==> config.mk <==
export PLATFORM = sky130hd
export DESIGN_NAME = ipu
export DESIGN_NICKNAME = d
export VERILOG_FILES = /design/src/rtl/ipu_pkg.sv /design/src/rtl/ipu_prio_enc.sv /design/src/rtl/ipu.sv
export SDC_FILE = /design/constraint.sdc
export NUM_CORES = 1
export LEC_CHECK = 0
export BUFFER_PORTS_ARGS = -buffer_cell sky130_fd_sc_hd__buf_2
export CAP_MARGIN = 20
export CORE_MARGIN = 1
export CORE_UTILIZATION = 50
export CTS_CLUSTER_DIAMETER = 40
export DETAILED_ROUTE_END_ITERATION = 8
export GPL_TIMING_DRIVEN = 0
export PLACE_DENSITY = 0.76
export SYNTH_ARGS = -nofsm -noshare
export SYNTH_HDL_FRONTEND = slang
export SYNTH_SLANG_ARGS = --single-unit
==> constraint.sdc <==
create_clock -name clk -period 2.3 [get_ports clk]
set_clock_uncertainty 0.05 [all_clocks]
set_input_delay 0.23 -clock clk [delete_from_list [all_inputs] [get_ports clk]]
set_output_delay 0.23 -clock clk [all_outputs]
set_load 0.05 [all_outputs]
==> src/rtl/ipu_pkg.sv <==
// Shared definitions for the interrupt prioritization unit.
//   ipu_state_e      : dispatch/handshake FSM states
//   RETI_OP          : return-from-interrupt opcode (instr[15:12]), decoded upstream into int_done
//   INT_VECTOR       : handler address fetch jumps to on ipu_int
//   NUM_SRC_DEFAULT  : default number of interrupt sources
package ipu_pkg;

   typedef enum logic [1:0] {
      StIdle    = 2'd0,
      StReq     = 2'd1,
      StAck     = 2'd2,
      StService = 2'd3
   } ipu_state_e;

   localparam logic [3:0]  RETI_OP         = 4'b0011;
   localparam logic [15:0] INT_VECTOR      = 16'h0005;
   localparam int unsigned NUM_SRC_DEFAULT = 4;

endpackage

==> src/rtl/ipu_prio_enc.sv <==
// Combinational lowest-index-first priority encoder.
//   req_i   : request vector, bit 0 has highest priority
//   idx_o   : index of the lowest set bit (0 when none set)
//   valid_o : any bit of req_i is set
module ipu_prio_enc #(
   parameter int unsigned NUM_SRC = 4,
   parameter int unsigned ID_W    = 3
) (
   input  logic [NUM_SRC-1:0] req_i,
   output logic [ID_W-1:0]    idx_o,
   output logic               valid_o
);

   // Scan from the top down so the lowest set index is the last assignment.
   always_comb begin
      idx_o   = '0;
      valid_o = 1'b0;
      for (int i = NUM_SRC - 1; i >= 0; i--) begin
         if (req_i[i]) begin
            idx_o   = ID_W'(i);
            valid_o = 1'b1;
         end
      end
   end

endmodule

==> src/rtl/ipu.sv <==
// Interrupt prioritization unit in front of the fetch stage.
// Latches rising edges on irq_in, masks them, dispatches the highest-priority eligible source
// with a one-cycle ipu_int pulse, then tracks the ack and in-service period until int_done.
//   clk, rst   : clock, synchronous active-low reset
//   irq_in     : request lines; a 0->1 transition raises a request
//   mask_we    : load mask_data into the mask register (1 = source disabled)
//   hold       : fetch is redirecting; defer dispatch
//   int_ack    : fetch accepted the pulse
//   int_done   : return-from-interrupt retired in fetch
//   ipu_int    : one-cycle redirect request to fetch
//   int_id     : source being serviced, valid while int_active
//   int_active : high from REQ through SERVICE
//   pending    : raw pending register
module ipu
   import ipu_pkg::*;
#(
   parameter int unsigned NUM_SRC = NUM_SRC_DEFAULT,
   parameter int unsigned ID_W    = 3
) (
   input  logic               clk,
   input  logic               rst,
   input  logic [NUM_SRC-1:0] irq_in,
   input  logic               mask_we,
   input  logic [NUM_SRC-1:0] mask_data,
   input  logic               hold,
   input  logic               int_ack,
   input  logic               int_done,
   output logic               ipu_int,
   output logic [ID_W-1:0]    int_id,
   output logic               int_active,
   output logic [NUM_SRC-1:0] pending
);

   ipu_state_e         state_q;
   logic [NUM_SRC-1:0] irq_prev_q;
   logic [NUM_SRC-1:0] pending_q, pending_d;
   logic [NUM_SRC-1:0] mask_q;
   logic               ipu_int_q;
   logic               int_active_q;
   logic [ID_W-1:0]    int_id_q;

   logic [NUM_SRC-1:0] irq_edge;
   logic [NUM_SRC-1:0] eligible;
   logic [NUM_SRC-1:0] clr_bit;
   logic [ID_W-1:0]    win_id;
   logic               win_valid;
   logic               dispatch;

   assign irq_edge = irq_in & ~irq_prev_q;
   assign eligible = pending_q & ~mask_q;

   ipu_prio_enc #(
      .NUM_SRC (NUM_SRC),
      .ID_W    (ID_W)
   ) u_prio_enc (
      .req_i   (eligible),
      .idx_o   (win_id),
      .valid_o (win_valid)
   );

   // A mask write in flight blocks dispatch so the decision always sees the settled mask.
   assign dispatch = (state_q == StIdle) && win_valid && !hold && !mask_we;

   always_comb begin
      clr_bit   = dispatch ? (NUM_SRC'(1) << win_id) : '0;
      // Set after clear: a new edge on the bit being dispatched stays pending.
      pending_d = (pending_q & ~clr_bit) | irq_edge;
   end

   always_ff @(posedge clk) begin
      if (!rst) begin
         irq_prev_q <= '1;
         pending_q  <= '0;
         mask_q     <= '1;
      end else begin
         irq_prev_q <= irq_in;
         pending_q  <= pending_d;
         if (mask_we) begin
            mask_q <= mask_data;
         end
      end
   end

   always_ff @(posedge clk) begin
      if (!rst) begin
         state_q      <= StIdle;
         ipu_int_q    <= 1'b0;
         int_active_q <= 1'b0;
         int_id_q     <= '0;
      end else begin
         unique case (state_q)
            StIdle: begin
               if (dispatch) begin
                  state_q      <= StReq;
                  ipu_int_q    <= 1'b1;
                  int_active_q <= 1'b1;
                  int_id_q     <= win_id;
               end
            end
            StReq: begin
               state_q   <= StAck;
               ipu_int_q <= 1'b0;
            end
            StAck: begin
               if (int_ack) begin
                  state_q <= StService;
               end
            end
            StService: begin
               if (int_done) begin
                  state_q      <= StIdle;
                  int_active_q <= 1'b0;
               end
            end
            default: begin
               state_q <= StIdle;
            end
         endcase
      end
   end

   assign ipu_int    = ipu_int_q;
   assign int_active = int_active_q;
   assign int_id     = int_id_q;
   assign pending    = pending_q;

endmodule

==> run_summary.xml <==
<?xml version="1.0" encoding="UTF-8"?>
<metrics>
  <group name="final_layout">
    <metric name="area_delta_synth_final" unit="%">16.5</metric>
    <metric name="finalNetCount" unit="">136</metric>
    <metric name="antenna_cells" unit="">0</metric>
    <metric name="layout-drive-gt1-share" unit="%">26.1</metric>
  </group>
  <group name="detailed_routing">
    <metric name="firstDrtPassIters" unit="">7</metric>
    <metric name="route.vias.total" unit="">702</metric>
    <metric name="wire_per_inst" unit="um">12.1</metric>
    <metric name="drcViolationCount" unit="">2</metric>
    <metric name="route.final.wire_length" unit="mm">1.59</metric>
    <metric name="drt-vias-per-instance" unit="">5.36</metric>
    <metric name="drt_first_iter_violations" unit="">22</metric>
    <metric name="drt_antenna_net_count" unit="">0</metric>
  </group>
  <group name="global_routing">
    <metric name="globalRouteTotalUtil" unit="%">19.1</metric>
    <metric name="grt_pass1_vias" unit="">633</metric>
    <metric name="grt_max_degree" unit="">11</metric>
    <metric name="antenna_found_initial" unit="">0</metric>
    <metric name="grt_overflow" unit="">0</metric>
    <metric name="grt_pass1_wl" unit="mm">2.70</metric>
  </group>
  <group name="power_and_ir_drop">
    <metric name="pwr_density_cell" unit="nW/um2">768</metric>
    <metric name="ir_drop_worst_vdd" unit="mV">0.435</metric>
    <metric name="power.leakage" unit="nW">0.449</metric>
  </group>
  <group name="yosys">
    <metric name="synth_top_area_share" unit="%">41.7</metric>
    <metric name="syn-mean-instance-area" unit="um2">9.38</metric>
    <metric name="postSynthCellCount" unit="">92</metric>
    <metric name="synth.ff_latch_count" unit="">18</metric>
    <metric name="synthDominantAreaCellType" unit="">dfxtp_1</metric>
    <metric name="post_synth_top_flop" unit="">dfxtp_1</metric>
    <metric name="seq_area_frac_synth" unit="%">41.7</metric>
    <metric name="syn_nets" unit="">111</metric>
    <metric name="synth-warning-count" unit="">0</metric>
    <metric name="synthesis.area" unit="um2">863</metric>
    <metric name="asyncSetResetFlopFracSynth" unit="%">0</metric>
    <metric name="post_synth_main_area_contributors" unit="">dfxtp_1, ha_1, nand2b_1</metric>
    <metric name="yosysUniqueCellTypes" unit="">28</metric>
    <metric name="edff_count_synth" unit="">0</metric>
  </group>
  <group name="timing">
    <metric name="timing_max_transition_violations_final" unit="">0</metric>
    <metric name="setup_repair_after_global_routing_missed_its_margin" unit="">no</metric>
    <metric name="finalHoldViolCount" unit="">0</metric>
    <metric name="final_worst_path_setup_slack" unit="ns">0.491</metric>
    <metric name="period_needed" unit="ns">1.81</metric>
    <metric name="timing.setup.tns" unit="ns">0</metric>
    <metric name="max_freq" unit="MHz">553</metric>
    <metric name="timing.final.setup_violations" unit="">0</metric>
    <metric name="final.period_utilization" unit="%">78.6</metric>
  </group>
  <group name="clock_network">
    <metric name="cts_htree_levels" unit="">1</metric>
    <metric name="clk-insertion-delay-late" unit="ns">0.29</metric>
    <metric name="number_of_buffers_created_by_cts" unit="">3</metric>
    <metric name="clk_pin_slew_worst_paths" unit="ns">0.09</metric>
    <metric name="deepest_clock_path_buffer_count" unit="">2</metric>
    <metric name="post_cts.resized_instances" unit="">0</metric>
    <metric name="cts_tree" unit="">built</metric>
    <metric name="cts_hold_buffers" unit="">0</metric>
    <metric name="post_cts.repair.setup_buffers" unit="">0</metric>
    <metric name="cts.sink_count" unit="">18</metric>
    <metric name="cts-root-buf" unit="">clkbuf_4</metric>
  </group>
  <group name="critical_path">
    <metric name="cp.required" unit="ns">2.47</metric>
    <metric name="critical_path_at" unit="ns">1.98</metric>
    <metric name="timing.critical_path.to_type" unit="">register</metric>
    <metric name="critPathKind" unit="">register to register</metric>
    <metric name="cp-start-kind" unit="">register</metric>
    <metric name="worstPathMaxFanout" unit="">8</metric>
  </group>
  <group name="run">
    <metric name="number_of_max_cap_violations" unit="">0</metric>
  </group>
  <group name="floorplan">
    <metric name="io-pin-count" unit="">23</metric>
    <metric name="die_width" unit="um">43.6</metric>
    <metric name="initial_core_util" unit="%">55.4</metric>
    <metric name="die-height" unit="um">43.6</metric>
    <metric name="die_area" unit="um2">1900</metric>
    <metric name="fp.coreArea" unit="um2">1560</metric>
    <metric name="placement_rows" unit="">14</metric>
  </group>
  <group name="place">
    <metric name="detailedPlace.worstSlack" unit="ns">0.508</metric>
    <metric name="port-buffer-count" unit="">20</metric>
    <metric name="hpwl" unit="mm">1.23</metric>
    <metric name="routabilityCongestion" unit="">0.792</metric>
  </group>
  <group name="outcome">
    <metric name="status" unit="">complete, but fails checks</metric>
    <metric name="violated_checks" unit="">DRC</metric>
  </group>
  <group name="hold_path">
    <metric name="hp-class" unit="">primary input to register</metric>
  </group>
</metrics>
==> worst max-delay path: stages, from the launching register on <==
cell and delay [ns]:
dfxtp_1 0.35, inv_1 0.11, ha_1 0.28, nor3b_4 0.30, o41ai_4 0.17, a21oi_1 0.27, mux2i_1 0.21
==> Yosys cell counts (all sizes together), types with 2 or more instances <==
| cell | count |
|---|---|
| dfxtp | 18 |
| nand2 | 12 |
| nand2b | 9 |
| a21oi | 6 |
| inv | 6 |
| nor2b | 6 |
| ha | 5 |
| mux2i | 5 |
| o21ai | 4 |
| nor2 | 3 |
| buf | 2 |
| nand3b | 2 |
| nor3b | 2 |
==> cell families after synthesis <==
family / count (synthesis) / synth area share, %
AOI/OAI and AO/OA: 17 / 15.7
buffers and inverters: 9 / 4.49
adders and majority gates: 5 / 7.25
DFF: 18 / 41.7
muxes: 5 / 5.80
and+or+nand+nor: 37 / 24.6
other: 1 / 0.434
==> power by group <==
part           internal [mW]  switching, mW  total (mW)
clock                 0.0609         0.0888       0.150
sequential             0.342         0.0258       0.368
combinational          0.112          0.144       0.256
total                  0.515          0.259       0.773
==> sequential cells by signal, summed over array words and instances (netlist names) <==
signal	flops
mask_q	4
pending	4
int_active	1
ipu_int	1
state_q	2
int_id	2
irq_prev_q	4
==> layout make-up <==
| class | instances | area [um2] |
|---|---|---|
| fillers | 139 | 553 |
| multi-input cells | 65 | 464 |
| flip-flops and latches | 18 | 360 |
| repair buffers | 20 | 100 |
| clock buffers | 3 | 22.5 |
| inverters | 6 | 22.5 |
| well taps | 16 | 20.0 |
| plain buffers | 3 | 16.3 |
==> per-stage QoR <==
stage	instances	instance area, um2	hold slack [ns]	total power, mW	utilization (%)
2_1_floorplan	92	863	0.253	0.574	-
3_3_place_gp	128	983	0.375	0.621	63.1
3_5_place_dp	128	983	0.378	0.630	63.1
4_1_cts	131	1010	0.0739	0.781	64.5
5_1_grt	131	1010	0.0842	0.820	64.5
6_report	131	1010	0.0786	0.773	64.5
==> metal layers <==
layer  share of wire, %  track usage [%]  wire (um)
met1                 47             25.7        743
met2                 46             29.0        730
met3                4.7             2.50         74
met4                2.5             11.9         39
met5                  0                0          0
==> final timing paths <==
kind | cells past startpoint | slack [ns] | endpoint | startpoint
setup / recovery | 6 | 0.49 | state_q[1] | state_q[0]
hold / removal | 2 | 0.08 | irq_prev_q[3] | irq_in[3]
setup reg to reg | 6 | 0.49 | state_q[1] | state_q[0]
hold reg to reg | 2 | 0.42 | int_id[0] | int_id[0]
==> cells in the final DEF (no fill, tap or decap) <==
cell type,instances
buf_2,21
dfxtp_1,18
nand2_1,11
nand2b_1,9
inv_1,6
nor2b_1,6
a21oi_1,6
mux2i_1,5
ha_1,5
o21ai_0,4
nor2_1,3
clkbuf_4,3
nand3b_1,2
clkbuf_1,1
nor3b_4,1
or2b_1,1
o2111ai_1,1
nor3b_1,1
a31o_2,1
o41ai_4,1
nand2_2,1
a221oi_1,1
a311oi_2,1
nand3_1,1
a2bb2oi_1,1
nand4_1,1
o31ai_1,1
buf_4,1
conb_1,1
(Power assumes the default switching activity.)
